$ cat config.mk
export PLATFORM = sky130hd
export DESIGN_NAME = cacheline_line_buffer
export DESIGN_NICKNAME = d
export VERILOG_FILES = /design/src/rtl/cacheline_line_buffer.sv
export SDC_FILE = /design/constraint.sdc
export NUM_CORES = 1
export LEC_CHECK = 0
export CAP_MARGIN = 5
export CORE_AREA = 2 2 281 283
export CTS_BUF_LIST = sky130_fd_sc_hd__clkbuf_16
export DETAILED_ROUTE_END_ITERATION = 10
export DIE_AREA = 0 0 283 285
export PLACE_DENSITY = 0.48
export SYNTH_ARGS = -nofsm -noshare
export SYNTH_HDL_FRONTEND = slang
export SYNTH_SLANG_ARGS = --single-unit
$ cat constraint.sdc
create_clock -name clk -period 2.43 [get_ports clk]
set_input_delay 0.486 -clock clk [delete_from_list [all_inputs] [get_ports clk]]
set_output_delay 0.486 -clock clk [all_outputs]
set_load 0.02 [all_outputs]
$ cat src/rtl/cacheline_line_buffer.sv
// cacheline_line_buffer: holds one cacheline and moves it to/from the
// memory burst port as BEAT_WIDTH beats, optionally critical-beat-first.
package cache_types;
    typedef enum logic [2:0] {
        LINE_IDLE,
        WAIT,
        SERIALIZE,
        DESERIALIZE,
        DESERIALIZE_DONE
    } line_buffer_state_t;
endpackage

module cacheline_line_buffer
    import cache_types::*;
#(
    parameter int LINE_WIDTH = 256,
    parameter int BEAT_WIDTH = 64,
    parameter int ADDR_WIDTH = 32,
    parameter int WRAP_EN    = 1
) (
    input  logic                  clk,
    input  logic                  rst,
    input  logic                  line_req_valid,
    output logic                  line_req_ready,
    input  logic                  line_req_write,
    input  logic [ADDR_WIDTH-1:0] line_req_addr,
    input  logic [LINE_WIDTH-1:0] line_req_wdata,
    output logic                  line_resp_valid,
    input  logic                  line_resp_ready,
    output logic [LINE_WIDTH-1:0] line_resp_rdata,
    output logic                  mem_cmd_valid,
    input  logic                  mem_cmd_ready,
    output logic                  mem_cmd_write,
    output logic [ADDR_WIDTH-1:0] mem_cmd_addr,
    output logic                  mem_wdata_valid,
    input  logic                  mem_wdata_ready,
    output logic [BEAT_WIDTH-1:0] mem_wdata,
    output logic                  mem_wdata_last,
    input  logic                  mem_rdata_valid,
    input  logic [BEAT_WIDTH-1:0] mem_rdata,
    output logic                  protocol_err
);
    localparam int BEATS = LINE_WIDTH / BEAT_WIDTH;
    localparam int CW    = $clog2(BEATS);
    localparam int BB    = $clog2(BEAT_WIDTH / 8);
    localparam int LB    = $clog2(LINE_WIDTH / 8);
    localparam int OFS   = (WRAP_EN != 0) ? BB : LB;
    localparam logic [ADDR_WIDTH-1:0] ADDR_MASK = {ADDR_WIDTH{1'b1}} << OFS;
    localparam logic [CW-1:0] LAST = CW'(BEATS - 1);

    line_buffer_state_t state_q, state_d;

    logic [ADDR_WIDTH-1:0] addr_q;
    logic                  write_q;
    logic [LINE_WIDTH-1:0] line_q;
    logic [CW-1:0]         cnt_q;
    logic [CW-1:0]         start;
    logic [CW-1:0]         idx;
    logic                  req_fire;
    logic                  wbeat_fire;
    logic                  rbeat_fire;

    // Beat offset inside the line wraps naturally in CW bits.
    assign start = (WRAP_EN != 0) ? addr_q[LB-1:BB] : '0;
    assign idx   = start + cnt_q;

    assign req_fire   = (state_q == LINE_IDLE) && line_req_valid;
    assign wbeat_fire = (state_q == SERIALIZE) && mem_wdata_ready;
    assign rbeat_fire = (state_q == DESERIALIZE) && mem_rdata_valid;

    assign mem_cmd_write   = write_q;
    assign mem_cmd_addr    = addr_q & ADDR_MASK;
    assign line_resp_rdata = line_q;

    always_ff @(posedge clk) begin
        if (rst) begin
            state_q <= LINE_IDLE;
        end else begin
            state_q <= state_d;
        end
    end

    always_comb begin
        state_d         = state_q;
        line_req_ready  = 1'b0;
        mem_cmd_valid   = 1'b0;
        mem_wdata_valid = 1'b0;
        mem_wdata_last  = 1'b0;
        line_resp_valid = 1'b0;
        unique case (state_q)
            LINE_IDLE: begin
                line_req_ready = 1'b1;
                if (line_req_valid) state_d = WAIT;
            end
            WAIT: begin
                mem_cmd_valid = 1'b1;
                if (mem_cmd_ready) begin
                    state_d = write_q ? SERIALIZE : DESERIALIZE;
                end
            end
            SERIALIZE: begin
                mem_wdata_valid = 1'b1;
                mem_wdata_last  = (cnt_q == LAST);
                if (mem_wdata_ready && cnt_q == LAST) begin
                    state_d = DESERIALIZE_DONE;
                end
            end
            DESERIALIZE: begin
                if (mem_rdata_valid && cnt_q == LAST) begin
                    state_d = DESERIALIZE_DONE;
                end
            end
            DESERIALIZE_DONE: begin
                line_resp_valid = 1'b1;
                if (line_resp_ready) state_d = LINE_IDLE;
            end
            default: state_d = LINE_IDLE;
        endcase
        // Nothing handshakes while reset is held.
        if (rst) begin
            line_req_ready  = 1'b0;
            mem_cmd_valid   = 1'b0;
            mem_wdata_valid = 1'b0;
            mem_wdata_last  = 1'b0;
            line_resp_valid = 1'b0;
        end
    end

    always_comb begin
        protocol_err = mem_rdata_valid && !rst && (state_q != DESERIALIZE);
        mem_wdata    = '0;
        for (int k = 0; k < BEATS; k++) begin
            if (idx == CW'(k)) begin
                mem_wdata = line_q[k*BEAT_WIDTH +: BEAT_WIDTH];
            end
        end
    end

    // Fills only touch line_q beat by beat, so a prior fill stays visible.
    always_ff @(posedge clk) begin
        if (rst) begin
            addr_q  <= '0;
            write_q <= 1'b0;
            line_q  <= '0;
            cnt_q   <= '0;
        end else begin
            if (req_fire) begin
                addr_q  <= line_req_addr;
                write_q <= line_req_write;
                cnt_q   <= '0;
                if (line_req_write) line_q <= line_req_wdata;
            end
            if (wbeat_fire) cnt_q <= cnt_q + CW'(1);
            if (rbeat_fire) begin
                cnt_q <= cnt_q + CW'(1);
                for (int k = 0; k < BEATS; k++) begin
                    if (idx == CW'(k)) begin
                        line_q[k*BEAT_WIDTH +: BEAT_WIDTH] <= mem_rdata;
                    end
                end
            end
        end
    end
endmodule

==> results of run 1 <==
Yosys cell counts:
master,instances
ha_1,2
xor3_1,1
nor3b_1,2
dfxtp_1,291
a311oi_1,179
conb_1,1
o211ai_1,1
buf_1,16
a2111oi_0,1
buf_6,1
buf_2,45
buf_8,7
buf_4,10
nor4b_1,2
and4b_1,1
a21oi_1,32
nor4_1,1
inv_1,2
and2_1,3
mux4_2,64
nand3_1,6
xnor3_1,1
nor2_1,263
a2bb2oi_1,1
o21ai_0,1
mux2i_1,79
nand2_1,423
or4b_2,1
nor4b_2,1
mux2_2,1
a211oi_1,77
clkbuf_1,85
cells in the final DEF (no fill, tap or decap), types with 6 or more instances in the layout:
cell type	synthesis	routed
mux2i_1	79	79
a311oi_1	179	179
buf_6	1	34
buf_16	0	6
nor2_1	263	263
mux4_2	64	64
a211oi_1	77	77
a21oi_1	32	32
clkdlybuf4s50_1	0	641
buf_2	45	37
buf_4	10	57
inv_1	2	10
buf_12	0	30
dfxtp_1	291	286
nand2_1	423	422
clkbuf_16	0	41
clkinv_1	0	7
through the flow:
stage | cells | TNS, ps | worst slack [ps]
2_1_floorplan | 1603 | 0 | 92.5
3_3_place_gp | 3290 | -4490 | -121
3_5_place_dp | 3290 | -5760 | -143
4_1_cts | 3367 | -22260 | -460
5_1_grt | 3368 | -22310 | -427
6_report | 3369 | -17520 | -334
worst max-delay path by stage:
stage | from | depth (start not counted) | end | slack, ps
2_1_floorplan | addr_q[3] | 4 | mem_wdata[10] | 90
3_3_place_gp | addr_q[3] | 5 | mem_wdata[0] | -120
3_5_place_dp | cnt_q[0] | 5 | mem_wdata[6] | -140
4_1_cts | addr_q[4] | 4 | mem_wdata[22] | -460
5_1_grt | addr_q[4] | 5 | mem_wdata[41] | -430
6_report | addr_q[4] | 5 | mem_wdata[33] | -330
cell type report:
cell class	count	share of cell area
repair buffers	815	0.345
multi-input cells	1146	0.311
flip-flops and latches	291	0.243
well taps	1050	0.0547
clock buffers	41	0.0427
clock inverters	22	0.00401
inverters	2	0.000312
diodes	2	0.000208
cell families (layout without fill, tap and decap cells):
logic type | count (synthesis) | count (layout) | share of synthesized area
compound gates | 292 | 292 | 0.167
xor+xnor | 2 | 2 | 0.00331
fa+ha+maj | 2 | 2 | 0.00179
buf+inv | 166 | 880 | 0.0575
flops | 291 | 291 | 0.417
mux | 144 | 144 | 0.160
other cells | 1 | 5 | 0.000268
simple gates | 703 | 703 | 0.193
per-layer routing:
| layer | GRT usage | vias to the layer above |
|---|---|---|
| li1 | - | 7119 |
| met1 | 0.194 | 7508 |
| met2 | 0.300 | 605 |
| met3 | 0.0439 | 87 |
| met4 | 0.0456 | 0 |
| met5 | 0 | - |
sequential cells by signal, summed over array words and instances (netlist names):
register / count
cnt_q: 2
line_resp_rdata: 256
mem_cmd_write: 1
addr_q: 29
state_q: 3
report_power, final:
| part | leakage (nW) | switching [mW] | internal [mW] |
|---|---|---|---|
| logic | 5.45 | 1.51 | 1.71 |
| registers | 2.37 | 0.272 | 5.04 |
| clock network | 0.579 | 2.22 | 3.00 |
| total | 8.41 | 4.01 | 9.75 |
timing repair:
action | CTS | global route
resized for setup | 326 | 25
pin swaps | 1 | 1
setup endpoints to repair | 70 | 69
hold buffers | 0 | 0
cloned | 5 | 0
setup buffers | 9 | 3
==> out/metrics.csv, run 1 <==
stage,metric,value,unit
status,status,"finished, violations left",
status,failed_checks,negative setup slack,
global_route,grt_pass1_wl,104000,um
clocking,h-tree-depth,2,
place,place_area,22700,um2
global_route,grt_pass1_vias,15584,
yosys,syn-cell-area,14000,um2
setup_path,crit_arrival,2280,ps
power,leakagePower,8.41,nW
route,wl_met2,35800,um
setup_path,critPathSlowestCell,xor3_4,
floorplan,die_area,80700,um2
finish,multi_input_area,7470,um2
yosys,synthTopCellsByArea,"dfxtp_1, nand2_1, a311oi_1, mux4_2, nor2_1",
clocking,cts_tree,yes,
route,postRouteWirelength,70200,um
setup_path,slowest_delay,570,ps
setup_path,crit_fanout,6,
timing,slew_violations,0,
finish,design_area,24000,um2
yosys,synth_warnings,0,
route,vias,15319,
yosys,ys_seq_area_frac,0.417,
setup_path,cp_data_required_time,1940,ps
clocking,clk_latency,540,ps
floorplan,die_y,285,um
clocking,clock-sinks,291,
clocking,root_buffer,clkbuf_16,
finish,finalNetCount,2656,
hold_path,min_path_type,input pin to flop,
route,drc,0,
clocking,cts.reportedPaths.clkPinSlew,50,ps
setup_path,reg2reg_to,line_resp_rdata[217],
power,pwr_density_cell,572,nW/um2
route,dr.pass1.iters,6,
route,met1_length,27900,um
timing,skew,17.2,ps
clocking,numCtsBuffers,38,
timing,worst_pin_slew,934,ps
yosys,synth_area_leader_cell,dfxtp_1,
route,ant_nets,0,
global_route,grt_start_max_net_pins,145,
route,wire_per_inst,20.8,um
route,wl_met3,4840,um
place,gp_congestion,0.865,
yosys,avgSynthCellArea,8.73,um2
setup_path,r2r-start,addr_q[4],
setup_path,crit_type,flop to output pin,
floorplan,ios,719,
route,vias_per_cell,4.55,
yosys,synth_cell_types,32,
place,hpwlAfterDp,51400,um
timing,finalCriticalPeriod,2760,ps
global_route,grt_antenna_before_repair,1,
finish,syn_to_final_growth,71.9,%
route,top_layer,met4,
hold_path,hp-start,rst,
setup_path,cp.buffers_inverters,3,
yosys,synthCells,1601,
setup_path,cp-end-kind,output pin,
floorplan,die_w,283,um
timing,finalWorstSetupSlack,-334,ps
timing,max_freq,362,MHz
timing,rsz0062_at_grt,true,
hold_path,holdPathStages,2,
setup_path,worst_r2r_path_depth,6,
setup_path,crit_family,XOR/XNOR gates,
global_route,grt_overflow,0,
clocking,cts_buffer_depth,3,
setup_path,path_cells,"xor3_4, buf_8, buf_16, mux4_2, buf_6",
floorplan,start_util,0.179,
flow_run,max_cap_viol_count,0,
power,ir_drop,355,uV
yosys,synth_top_area_frac,0.417,
yosys,ys_ff_latch,291,
hold_path,holdPathEnd,state_q[0],
place,io_buffers,712,
floorplan,rows,103,
power,p_total,13.8,mW
timing,hold_violations,0,
finish,seq_area,5830,um2
timing,setup_viol,64,
timing,slew_headroom,0.377,
global_route,grt_usage,0.167,
floorplan,core_region_area,78000,um2
timing,timing.hold.ws,152,ps
setup_path,rrSetupSlack,240,ps
setup_path,cp-start-kind,flop,
finish,fillCellCount,8160,
finish,drive_gt1_frac,0.130,
timing,layout_worst_path_cycle_share,1.14,
route,drt_iter0_drc,752,
finish,final_util,0.308,
(Power assumes the default switching activity.)
==> run 2: changes to the inputs <==
TNS_END_PERCENT = 100   (was unset)
==> results of run 2 <==
Final layout, timing and power as in run 1 (identical DEF).
